File: src/rtl/float_pkg.sv
// Shared single-precision definitions for the float_* arithmetic blocks.
package float_pkg;

   localparam int SIGN_W  = 1;
   localparam int EXP_W   = 8;
   localparam int MANT_W  = 23;
   localparam int FLOAT_W = SIGN_W + EXP_W + MANT_W;

   localparam int BIAS = 127;

   localparam logic [FLOAT_W-1:0] QNAN    = 32'h7FC0_0000;
   localparam logic [FLOAT_W-1:0] POS_INF = 32'h7F80_0000;

   // Operation sequence shared by the iterative float units.
   typedef enum logic [2:0] {
      ST_IDLE,
      ST_UNPACK,
      ST_SPECIAL,
      ST_DIVIDE,
      ST_NORMALISE,
      ST_ROUND,
      ST_PACK
   } state_t;

endpackage

File: src/rtl/float_div_if.sv
// Request/response bundle of the float divider.
interface float_div_if;
   import float_pkg::*;

   logic               start;
   logic [FLOAT_W-1:0] a;
   logic [FLOAT_W-1:0] b;
   logic [FLOAT_W-1:0] z;
   logic               valid;
   logic               busy;
   logic               dz;

   modport master (output start, a, b, input z, valid, busy, dz);
   modport slave  (input start, a, b, output z, valid, busy, dz);
endinterface

File: src/rtl/float_div_mant.sv
// Restoring mantissa divider: one quotient bit per cycle, 27 bits total.
module float_div_mant
   import float_pkg::*;
(
   input  logic              clk,
   input  logic              rst,
   input  logic              start_i,
   input  logic [MANT_W:0]   dividend_i,
   input  logic [MANT_W:0]   divisor_i,
   output logic [26:0]       quotient_o,
   output logic              sticky_o,
   output logic              done_o
);

   // Partial remainder is always below twice the divisor, so 25 bits suffice.
   logic [24:0]     rem_q,    rem_d;
   logic [MANT_W:0] div_q,    div_d;
   logic [26:0]     quo_q,    quo_d;
   logic [4:0]      cnt_q,    cnt_d;
   logic            active_q, active_d;
   logic [25:0]     trial;

   // One restoring step: subtract, keep the result only if it did not borrow.
   always_comb begin
      rem_d    = rem_q;
      div_d    = div_q;
      quo_d    = quo_q;
      cnt_d    = cnt_q;
      active_d = active_q;
      trial    = {1'b0, rem_q} - {2'b00, div_q};
      if (start_i) begin
         rem_d    = {1'b0, dividend_i};
         div_d    = divisor_i;
         quo_d    = '0;
         cnt_d    = '0;
         active_d = 1'b1;
      end else if (active_q) begin
         if (!trial[25]) begin
            quo_d = {quo_q[25:0], 1'b1};
            rem_d = trial[24:0] << 1;
         end else begin
            quo_d = {quo_q[25:0], 1'b0};
            rem_d = rem_q << 1;
         end
         if (cnt_q == 5'd26) begin
            active_d = 1'b0;
         end else begin
            cnt_d = cnt_q + 5'd1;
         end
      end
   end

   // Divider state registers; reset clears operands and counter.
   always_ff @(posedge clk or negedge rst) begin
      if (!rst) begin
         rem_q    <= '0;
         div_q    <= '0;
         quo_q    <= '0;
         cnt_q    <= '0;
         active_q <= 1'b0;
      end else begin
         rem_q    <= rem_d;
         div_q    <= div_d;
         quo_q    <= quo_d;
         cnt_q    <= cnt_d;
         active_q <= active_d;
      end
   end

   // done marks the final iteration so the caller can leave on the same edge.
   assign done_o     = active_q && (cnt_q == 5'd26);
   assign quotient_o = quo_q;
   assign sticky_o   = |rem_q;

endmodule

File: src/rtl/float_div.sv
// Iterative IEEE-754 single-precision divider, round to nearest even.
module float_div
   import float_pkg::*;
(
   input  logic       clk,
   input  logic       rst,
   float_div_if.slave bus
);

   state_t state_q, state_d;

   logic [FLOAT_W-1:0] a_q,    a_d;
   logic [FLOAT_W-1:0] b_q,    b_d;
   logic               sign_q, sign_d;
   logic signed [9:0]  exp_q,  exp_d;
   logic [MANT_W:0]    ma_q,   ma_d;
   logic [MANT_W:0]    mb_q,   mb_d;
   logic [26:0]        norm_q, norm_d;
   logic [MANT_W-1:0]  frac_q, frac_d;
   logic [FLOAT_W-1:0] res_q,  res_d;
   logic               spec_q, spec_d;
   logic               dzp_q,  dzp_d;
   logic [FLOAT_W-1:0] z_q,    z_d;
   logic               dz_q,   dz_d;
   logic               valid_q, valid_d;
   logic               busy_q,  busy_d;

   logic               accept;
   logic               mant_start;
   logic [26:0]        mant_quot;
   logic               mant_sticky;
   logic               mant_done;

   logic [EXP_W-1:0]   ea, eb;
   logic               a_nan, b_nan, a_inf, b_inf, a_zero, b_zero;
   logic               is_special;
   logic [FLOAT_W-1:0] special_res;
   logic               special_dz;

   logic               round_up;
   logic               round_carry;

   // busy covers the valid cycle, so a start there is also ignored.
   assign accept = (state_q == ST_IDLE) && bus.start && !busy_q;

   // Operand classification; denormals (exponent 0) count as zero.
   assign ea     = a_q[30:23];
   assign eb     = b_q[30:23];
   assign a_nan  = (ea == '1) && (a_q[MANT_W-1:0] != '0);
   assign b_nan  = (eb == '1) && (b_q[MANT_W-1:0] != '0);
   assign a_inf  = (ea == '1) && (a_q[MANT_W-1:0] == '0);
   assign b_inf  = (eb == '1) && (b_q[MANT_W-1:0] == '0);
   assign a_zero = (ea == '0);
   assign b_zero = (eb == '0);
   assign is_special = (ea == '1) || (eb == '1) || a_zero || b_zero;

   // Special-operand result, earlier rules take priority.
   always_comb begin
      special_res = QNAN;
      special_dz  = 1'b0;
      if (a_nan || b_nan || (a_inf && b_inf) || (a_zero && b_zero)) begin
         special_res = QNAN;
      end else if (a_inf) begin
         special_res = {sign_q, POS_INF[30:0]};
      end else if (b_inf || a_zero) begin
         special_res = {sign_q, 31'd0};
      end else if (b_zero) begin
         special_res = {sign_q, POS_INF[30:0]};
         special_dz  = 1'b1;
      end
   end

   // Round to nearest even on the normalised 27-bit quotient.
   assign round_up    = norm_q[2] & ((|norm_q[1:0]) | mant_sticky | norm_q[3]);
   assign round_carry = (&norm_q[26:3]) & round_up;

   assign mant_start = (state_q == ST_SPECIAL) && !is_special;

   float_div_mant u_mant (
      .clk        (clk),
      .rst        (rst),
      .start_i    (mant_start),
      .dividend_i (ma_q),
      .divisor_i  (mb_q),
      .quotient_o (mant_quot),
      .sticky_o   (mant_sticky),
      .done_o     (mant_done)
   );

   // FSM state register.
   always_ff @(posedge clk or negedge rst) begin
      if (!rst) state_q <= ST_IDLE;
      else      state_q <= state_d;
   end

   // FSM next-state logic.
   always_comb begin
      state_d = state_q;
      case (state_q)
         ST_IDLE:      if (accept) state_d = ST_UNPACK;
         ST_UNPACK:    state_d = ST_SPECIAL;
         ST_SPECIAL:   state_d = is_special ? ST_PACK : ST_DIVIDE;
         ST_DIVIDE:    if (mant_done) state_d = ST_NORMALISE;
         ST_NORMALISE: state_d = ST_ROUND;
         ST_ROUND:     state_d = ST_PACK;
         ST_PACK:      state_d = ST_IDLE;
         default:      state_d = ST_IDLE;
      endcase
   end

   // FSM output / datapath next-state logic.
   always_comb begin
      a_d     = a_q;
      b_d     = b_q;
      sign_d  = sign_q;
      exp_d   = exp_q;
      ma_d    = ma_q;
      mb_d    = mb_q;
      norm_d  = norm_q;
      frac_d  = frac_q;
      res_d   = res_q;
      spec_d  = spec_q;
      dzp_d   = dzp_q;
      z_d     = z_q;
      dz_d    = dz_q;
      valid_d = 1'b0;
      busy_d  = 1'b1;
      case (state_q)
         ST_IDLE: begin
            busy_d = accept;
            if (accept) begin
               a_d = bus.a;
               b_d = bus.b;
            end
         end
         ST_UNPACK: begin
            sign_d = a_q[31] ^ b_q[31];
            exp_d  = $signed({2'b00, ea}) - $signed({2'b00, eb}) + $signed(10'(BIAS));
            ma_d   = {1'b1, a_q[MANT_W-1:0]};
            mb_d   = {1'b1, b_q[MANT_W-1:0]};
            spec_d = 1'b0;
            dzp_d  = 1'b0;
         end
         ST_SPECIAL: begin
            if (is_special) begin
               spec_d = 1'b1;
               res_d  = special_res;
               dzp_d  = special_dz;
            end
         end
         ST_NORMALISE: begin
            if (!mant_quot[26]) begin
               norm_d = {mant_quot[25:0], 1'b0};
               exp_d  = exp_q - 10'sd1;
            end else begin
               norm_d = mant_quot;
            end
         end
         ST_ROUND: begin
            // On carry-out the fraction wraps to zero, i.e. 1.0 at the next exponent.
            frac_d = norm_q[25:3] + {22'd0, round_up};
            if (round_carry) exp_d = exp_q + 10'sd1;
         end
         ST_PACK: begin
            valid_d = 1'b1;
            dz_d    = dzp_q;
            if (spec_q)                z_d = res_q;
            else if (exp_q <= 10'sd0)   z_d = {sign_q, 31'd0};
            else if (exp_q >= 10'sd255) z_d = {sign_q, POS_INF[30:0]};
            else                       z_d = {sign_q, exp_q[7:0], frac_q};
         end
         default: ;
      endcase
   end

   // Datapath and output registers.
   always_ff @(posedge clk or negedge rst) begin
      if (!rst) begin
         a_q     <= '0;
         b_q     <= '0;
         sign_q  <= 1'b0;
         exp_q   <= '0;
         ma_q    <= '0;
         mb_q    <= '0;
         norm_q  <= '0;
         frac_q  <= '0;
         res_q   <= '0;
         spec_q  <= 1'b0;
         dzp_q   <= 1'b0;
         z_q     <= '0;
         dz_q    <= 1'b0;
         valid_q <= 1'b0;
         busy_q  <= 1'b0;
      end else begin
         a_q     <= a_d;
         b_q     <= b_d;
         sign_q  <= sign_d;
         exp_q   <= exp_d;
         ma_q    <= ma_d;
         mb_q    <= mb_d;
         norm_q  <= norm_d;
         frac_q  <= frac_d;
         res_q   <= res_d;
         spec_q  <= spec_d;
         dzp_q   <= dzp_d;
         z_q     <= z_d;
         dz_q    <= dz_d;
         valid_q <= valid_d;
         busy_q  <= busy_d;
      end
   end

   assign bus.z     = z_q;
   assign bus.valid = valid_q;
   assign bus.busy  = busy_q;
   assign bus.dz    = dz_q;

endmodule

File: src/flat_wrapper.sv
// flat-port wrapper written by rule: the top's interface ports become plain ports
module float_div_flat import float_pkg::*;
  (clk, rst, bus_start, bus_a, bus_b, bus_z, bus_valid, bus_busy, bus_dz);
  float_div_if bus_i ();
  input  logic clk;
  input  logic rst;
  input wire logic [$bits(bus_i.start)-1:0] bus_start;
  input wire logic [$bits(bus_i.a)-1:0] bus_a;
  input wire logic [$bits(bus_i.b)-1:0] bus_b;
  output wire logic [$bits(bus_i.z)-1:0] bus_z;
  output wire logic [$bits(bus_i.valid)-1:0] bus_valid;
  output wire logic [$bits(bus_i.busy)-1:0] bus_busy;
  output wire logic [$bits(bus_i.dz)-1:0] bus_dz;
  assign bus_i.start = bus_start;
  assign bus_i.a = bus_a;
  assign bus_i.b = bus_b;
  assign bus_z = bus_i.z;
  assign bus_valid = bus_i.valid;
  assign bus_busy = bus_i.busy;
  assign bus_dz = bus_i.dz;
  float_div u_core (.clk(clk), .rst(rst), .bus(bus_i));
endmodule
File: config.mk
export PLATFORM = sky130hd
export DESIGN_NAME = float_div_flat
export DESIGN_NICKNAME = d
export VERILOG_FILES = /design/src/rtl/float_pkg.sv /design/src/rtl/float_div_if.sv /design/src/rtl/float_div_mant.sv /design/src/rtl/float_div.sv /design/src/flat_wrapper.sv
export SDC_FILE = /design/constraint.sdc
export NUM_CORES = 1
export LEC_CHECK = 0
export ABC_AREA = 1
export BUFFER_PORTS_ARGS = -buffer_cell sky130_fd_sc_hd__buf_2
export CELL_PAD_IN_SITES_DETAIL_PLACEMENT = 0
export CELL_PAD_IN_SITES_GLOBAL_PLACEMENT = 1
export CORE_MARGIN = 2
export CORE_UTILIZATION = 49
export DETAILED_ROUTE_END_ITERATION = 8
export PLACE_DENSITY_LB_ADDON = 0.1
export REMOVE_ABC_BUFFERS = 1
export SKIP_CTS_REPAIR_TIMING = 1
export SLEW_MARGIN = 20
export SYNTH_ARGS = -nofsm -noshare
export SYNTH_HDL_FRONTEND = slang
export SYNTH_SLANG_ARGS = --single-unit
File: constraint.sdc
create_clock -name clk -period 5.2 [get_ports clk]
set_input_delay 0.52 -clock clk [delete_from_list [all_inputs] [get_ports clk]]
set_output_delay 0.52 -clock clk [all_outputs]
set_load 0.03 [all_outputs]
After elaboration in Yosys (flattened, before gate mapping)
Cells that the tools add are included.

Register bits: 327. Input port bits: 67. Output and inout port bits: 35. Logic and storage cells: 125.

Add/sub/neg operators: 7. Order comparisons: 2. Equal/unequal tests: 15. Mux-type cells: 37. Bitwise gates (word level): 5. Reduce and logical (&&, ||, !) cells: 38.

Operator list (number): two-way mux 32 bit (5); two-way mux 27 bit (3); two-way mux 25 bit (3); two-way mux 31 bit (2); zero test 23 bit (2); nonzero test 23 bit (2); one-hot mux 10 bit (3 select lines) (1); subtractor 25 x 24 -> 26 bit (1); OR reduction 25 bit (1); AND reduction 24 bit (1); adder 23 x 1 -> 23 bit (1); two-way mux 10 bit (2); one-hot mux 3 bit (6 select lines) (1); equality test 8 bit, second input constant (2); zero test 8 bit (2); two-way mux 5 bit (3); two-way mux 1 bit (12); adder 10 x 2 -> 10 bit, second input constant (1); adder 10 x 8 -> 10 bit, second input constant (1); greater-or-equal comparator 10 x 9 -> 1 bit, second input constant (1); <= comparator 10 x 1 -> 1 bit, second input constant (1); logical AND 1 bit (10); inequality test 2 x 1 -> 1 bit, second input constant (5); AND reduction 2 bit (5); other kinds (20) (36).

Longest topological paths before layout
Word-level depth: 8. Mapped depth: 17. Gate-level depth less buffers: 17.

Hierarchy
From an unflattened synthesis, not the netlist that was laid out.

Cell total of the unflattened synthesis: 1965. Area, all modules: 15549.9 um^2.

By module, submodules not included: float_div (times used 1, cells an instance 1268, area an instance 10385.0 um^2, sequential area each 5380.2 um^2); float_div_mant (times used 1, cells an instance 697, area an instance 5165.0 um^2, sequential area each 2052.0 um^2).

Worst setup path before layout
No wires, ideal clock.

Path type: reg-to-reg. From: register u_core.state_q[0]. To: register u_core.exp_q[9]. Library setup time: 0.117 ns. Arrival time: 2.449 ns. Required time: 5.083 ns. Setup slack: 2.634 ns. Stages on the path, launching flop included: 15. Path buffers: 1. Period minus slack after synthesis: 2.566 ns. Cell sequence: dfrtp_1 inv_1 nor2_1 nand2_1 clkbuf_1 ha_1 a21oi_1 nor2_1 o21ai_0 nand4_1 or2_2 nand2_1 nand2_1 nand2_1 nand2_1.

Longest elaborated chain between the ends: 3. Elaborated cells on any way between the ends: 8. Classes of those cells: eq/ne: 5; mux: 1; reduce/logical: 2.

Ends and longest elaborated chain: start, declared (RTL line float_div.sv:10) `state_t state_q, state_d;`; start signal, assigned (RTL line float_div.sv:93) `else state_q <= state_d;`; equality test 3 bit or equality test 3 x 1 -> 1 bit (tied branches) (RTL line float_div.sv:128) `case (state_q)`; inequality test 2 x 1 -> 1 bit (no line) (tied with other cells); AND reduction 3 bit (no line); end signal, assigned (RTL line float_div.sv:198) `exp_q <= exp_d;`; end, declared (RTL line float_div.sv:15) `logic signed [9:0] exp_q, exp_d;`.

Several ways; a longest one is shown, not always the timed one. A chain may end at the register's enable or synchronous reset.

Final worst setup path
From: register u_core.b_q[28]. To: register u_core.u_mant.rem_q[22].

Longest elaborated chain between the ends: 7. Elaborated cells on any way between the ends: 9. Classes of those cells: eq/ne: 1; mux: 1; reduce/logical: 7.

Ends and longest elaborated chain: start, declared (RTL line float_div.sv:13) `logic [FLOAT_W-1:0] b_q, b_d;`; start signal, assigned (RTL line float_div.sv:180) `b_q <= '0;`; start signal, assigned (RTL line float_div.sv:196) `b_q <= b_d;`; equality test 8 bit (RTL line float_div.sv:55) `assign is_special = (ea == '1) || (eb == '1) || a_zero || b_zero;`; logical OR 1 bit (2 in a row) (RTL line float_div.sv:55); logical OR 1 bit * (RTL line float_div.sv:55); zero test 1 bit * (RTL line float_div.sv:77) `assign mant_start = (state_q == ST_SPECIAL) && !is_special;`; logical AND 1 bit * (RTL line float_div.sv:77); two-way mux 25 bit or nonzero test 2 bit (tied branches); end signal, assigned (RTL line float_div_mant.sv:62) `rem_q <= rem_d;`; end, declared (RTL line float_div_mant.sv:16) `logic [24:0] rem_q, rem_d;`.

Every way passes the cells marked *; elsewhere a longest branch is shown, timed or not.

==> run_summary.xml <==
<?xml version="1.0" encoding="UTF-8"?>
<metrics>
  <group name="synthesis">
    <metric name="synth.yosys.seq_area_share" unit="%">48.88</metric>
    <metric name="yosys_warnings" unit="">0</metric>
    <metric name="synth_edf_count" unit="">0</metric>
    <metric name="main_area_contributors_after_synthesis" unit="">sky130_fd_sc_hd__dfrtp_1 (49%), sky130_fd_sc_hd__nand2_1 (13%), sky130_fd_sc_hd__o21ai_0 (8.2%)</metric>
    <metric name="ys_ff_latch" unit="">297</metric>
    <metric name="netlist-cell-type-count" unit="">43</metric>
    <metric name="synth.largest_area_cell" unit="">sky130_fd_sc_hd__dfrtp_1</metric>
    <metric name="synth_top_cell_area_share" unit="%">48.88</metric>
    <metric name="synthArstFlopShare" unit="%">100.0</metric>
    <metric name="number_of_instances_in_the_synthesized_netlist" unit="">1918</metric>
    <metric name="synth.avg_cell_area" unit="um^2">7.927</metric>
    <metric name="syn_area" unit="um^2">15200</metric>
    <metric name="synth_flop_cell" unit="">sky130_fd_sc_hd__dfrtp_1</metric>
  </group>
  <group name="routing">
    <metric name="route.vias.total" unit="">12243</metric>
    <metric name="drcViolationCount" unit="">0</metric>
    <metric name="drt_iter0_drc" unit="">624</metric>
    <metric name="detail_route.wirelength" unit="um">34420</metric>
    <metric name="post_drt_via_cell_ratio" unit="">5.072</metric>
    <metric name="wire_per_inst" unit="um">14.26</metric>
    <metric name="remaining_antenna_violation_count_after_routing" unit="">0</metric>
    <metric name="pre_antenna_drt_iters" unit="">5</metric>
  </group>
  <group name="finish">
    <metric name="drive_above_1_share" unit="%">10.21</metric>
    <metric name="mostFrequentLayoutCell" unit="">sky130_fd_sc_hd__nand2_1</metric>
    <metric name="antenna_cells_inserted" unit="">0</metric>
    <metric name="num-fill-cells" unit="">2992</metric>
    <metric name="area_delta_synth_final" unit="%">12.25</metric>
    <metric name="post_layout_nonfiller_instances" unit="">2414</metric>
    <metric name="final_net_count" unit="">2109</metric>
    <metric name="mostFrequentLayoutCells" unit="">sky130_fd_sc_hd__nand2_1 (522), sky130_fd_sc_hd__dfrtp_1 (297), sky130_fd_sc_hd__inv_1 (273)</metric>
  </group>
  <group name="place">
    <metric name="numPortBuffers" unit="">101</metric>
    <metric name="gpl.final_weighted_congestion" unit="">0.9800</metric>
    <metric name="post-place-cells" unit="">2357</metric>
    <metric name="place.detailed.hpwl" unit="um">24710</metric>
  </group>
  <group name="sta">
    <metric name="grt_setup_unrepaired" unit="">no</metric>
    <metric name="finClkSkew" unit="ps">16.12</metric>
    <metric name="fin_crit_sh" unit="%">53.46</metric>
    <metric name="tightestPinTransition" unit="ps">980.2</metric>
    <metric name="setup_viol_count_final" unit="">0</metric>
    <metric name="finalHoldViolCount" unit="">0</metric>
    <metric name="max_clock_freq" unit="MHz">359.7</metric>
    <metric name="fin_crit" unit="ps">2780</metric>
    <metric name="worst_slew_margin_rel" unit="%">34.42</metric>
    <metric name="finalMaxSlewViolations" unit="">0</metric>
    <metric name="setup_tns" unit="ps">0</metric>
  </group>
  <group name="global_route">
    <metric name="antenna_found_initial" unit="">0</metric>
    <metric name="grt_start_max_net_pins" unit="">158</metric>
    <metric name="grt_pass1_vias" unit="">11869</metric>
    <metric name="grt_pass1_wl" unit="um">58150</metric>
    <metric name="globalRouteOverflowTotal" unit="">0</metric>
    <metric name="grt_usage" unit="%">21.26</metric>
  </group>
  <group name="pwr">
    <metric name="vdd_ir_drop_max" unit="mV">0.3820</metric>
    <metric name="power_leakage" unit="nW">8.300</metric>
    <metric name="power.density_cell_area" unit="nW/um^2">686.1</metric>
  </group>
  <group name="floorplan">
    <metric name="dieHeight" unit="um">180.2</metric>
    <metric name="num_rows" unit="">64</metric>
    <metric name="chipWidth" unit="um">180.2</metric>
    <metric name="initial_core_util" unit="%">49.71</metric>
    <metric name="core_area" unit="um^2">30590</metric>
    <metric name="die-area" unit="um^2">32450</metric>
    <metric name="num_io_pins" unit="">102</metric>
  </group>
  <group name="cts">
    <metric name="clk_latency" unit="ps">560</metric>
    <metric name="htree_num_levels" unit="">1</metric>
    <metric name="ctsRootBufferMaster" unit="">sky130_fd_sc_hd__clkbuf_16</metric>
    <metric name="cts-buffers-inserted" unit="">31</metric>
    <metric name="tritoncts_clock_tree" unit="">yes</metric>
    <metric name="path_clk_slew" unit="ps">60</metric>
    <metric name="clock-sinks" unit="">297</metric>
    <metric name="clock_tree.buffer_depth" unit="">3</metric>
  </group>
  <group name="setup_path">
    <metric name="worstSetupStartpointType" unit="">register</metric>
    <metric name="timing.rr.start" unit="">u_core.b_q[28]$_DFFE_PN0P_</metric>
    <metric name="regToRegEndpoint" unit="">u_core.u_mant.rem_q[22]$_DFFE_PN0P_</metric>
    <metric name="required" unit="ps">5700</metric>
    <metric name="crit_path_max_fanout" unit="">31</metric>
    <metric name="crit_type" unit="">reg2reg</metric>
    <metric name="timing.reg2reg.setup_slack" unit="ps">2420</metric>
    <metric name="end_kind" unit="">register</metric>
    <metric name="r2r.worst_path.cells" unit="">12</metric>
    <metric name="cp.arrival" unit="ps">3280</metric>
  </group>
  <group name="min_path">
    <metric name="whs_endpoint" unit="">u_core.b_q[7]$_DFFE_PN0P_</metric>
    <metric name="timing.hold.worst_path_depth" unit="">3</metric>
    <metric name="hold_path_class" unit="">in2reg</metric>
    <metric name="hold_path_startpoint" unit="">bus_b[7]</metric>
  </group>
  <group name="flow_run">
    <metric name="maxCapViolations" unit="">0</metric>
  </group>
  <group name="outcome">
    <metric name="outcome" unit="">finished clean</metric>
  </group>
</metrics>
[routing by layer]
metal,GRT usage [%],part of all wire (%),up-vias
met4,5.903,2.9,0
met3,2.223,3.0,72
met5,0,0,-
met2,36.23,47,210
li1,-,-,6360
met1,29.05,47,5601
[per-stage QoR]
stage          instance area, um^2  hold WS [ps]  utilization [%]  total power [mW]  setup slack (ps)
2_1_floorplan                14880         224.4                -             7.972              1442
3_3_place_gp                 16000         456.1            52.31             9.404              2409
3_5_place_dp                 16010         462.6            52.33             9.486              2444
4_1_cts                      17050        -38.28            55.75             11.80              2427
5_1_grt                      17070         157.4            55.79             12.83              2101
6_report                     17070         157.5            55.79             11.71              2420
[cell families (layout without fill, tap and decap cells)]
kind of cell               count (synthesis)  after routing  share of synthesized area [%]
buffers and inverters                    354            454                          9.143
adders and majority gates                 47             47                          3.966
AOI/OAI and AO/OA                        407            407                          14.59
DFF                                      297            297                          48.88
xor gates and xnor gates                  34             34                          1.959
and+or+nand+nor                          779            779                          21.46
[power by group]
part / switching, mW / internal [mW]
clock: 0.899 / 1.37
combinational: 3.74 / 1.98
sequential: 0.516 / 3.21
[final cells by class]
cell class / count / area, um^2 / share of cell area (%)
clock inverters: 7 / 112.6 / 0.6598
clock buffers: 49 / 933.4 / 5.469
inverters: 284 / 1066 / 6.246
flip-flops and latches: 297 / 7432 / 43.55
well taps: 396 / 495.5 / 2.903
repair buffers: 114 / 631.9 / 3.702
multi-input cells: 1267 / 6395 / 37.47
[flip-flops by register name, summed over array words and instances (netlist names), 3 cells and up]
| signal | count |
|---|---|
| u_core.a_q | 32 |
| u_core.b_q | 32 |
| u_core.bus.z | 32 |
| u_core.norm_q | 27 |
| u_core.u_mant.quotient_o | 27 |
| u_core.u_mant.rem_q | 25 |
| u_core.mb_q | 24 |
| u_core.u_mant.div_q | 24 |
| u_core.frac_q | 23 |
| u_core.ma_q | 23 |
| u_core.exp_q | 10 |
| u_core.u_mant.cnt_q | 5 |
| u_core.res_q | 3 |
| u_core.state_q | 3 |
[Yosys cell counts, drive strengths merged, types with 21 or more instances]
| cell type | count |
|---|---|
| a21oi | 62 |
| buf | 29 |
| clkbuf | 41 |
| dfrtp | 297 |
| ha | 45 |
| inv | 283 |
| nand2 | 530 |
| nand3 | 78 |
| nand4 | 38 |
| nor2 | 99 |
| nor3 | 21 |
| o21ai | 257 |
| o22ai | 45 |
[worst max-delay path, stage by stage (launching register included)]
cell and delay, ps:
sky130_fd_sc_hd__dfrtp_1 380, sky130_fd_sc_hd__inv_1 130, sky130_fd_sc_hd__nand3_1 100, sky130_fd_sc_hd__nor2_1 240, sky130_fd_sc_hd__nor2_1 100, sky130_fd_sc_hd__nand3_1 100, sky130_fd_sc_hd__buf_4 320, sky130_fd_sc_hd__nand2_2 450
sky130_fd_sc_hd__inv_2 480, sky130_fd_sc_hd__nand2_2 140, sky130_fd_sc_hd__o21ai_0 120, sky130_fd_sc_hd__nand2_1 80, sky130_fd_sc_hd__nand2_1 60
[how the worst max path moves through the flow]
stage	cells past startpoint	from	to	slack [ps]
detailed placement	12	u_core.b_q[28]$_DFFE_PN0P_	u_core.u_mant.rem_q[22]$_DFFE_PN0P_	2440
CTS	12	u_core.b_q[28]$_DFFE_PN0P_	u_core.u_mant.rem_q[22]$_DFFE_PN0P_	2430
floorplan	5	u_core.state_q[2]$_DFFE_PN0P_	u_core.bus.z[23]$_DFFE_PN0P_	1440
global route	11	u_core.a_q[25]$_DFFE_PN0P_	u_core.u_mant.rem_q[21]$_DFFE_PN0P_	2100
finish	12	u_core.b_q[28]$_DFFE_PN0P_	u_core.u_mant.rem_q[22]$_DFFE_PN0P_	2420
global placement	11	u_core.state_q[0]$_DFFE_PN0P_	u_core.exp_q[9]$_DFFE_PN0P_	2410
Power figures use the tool's default switching activity.
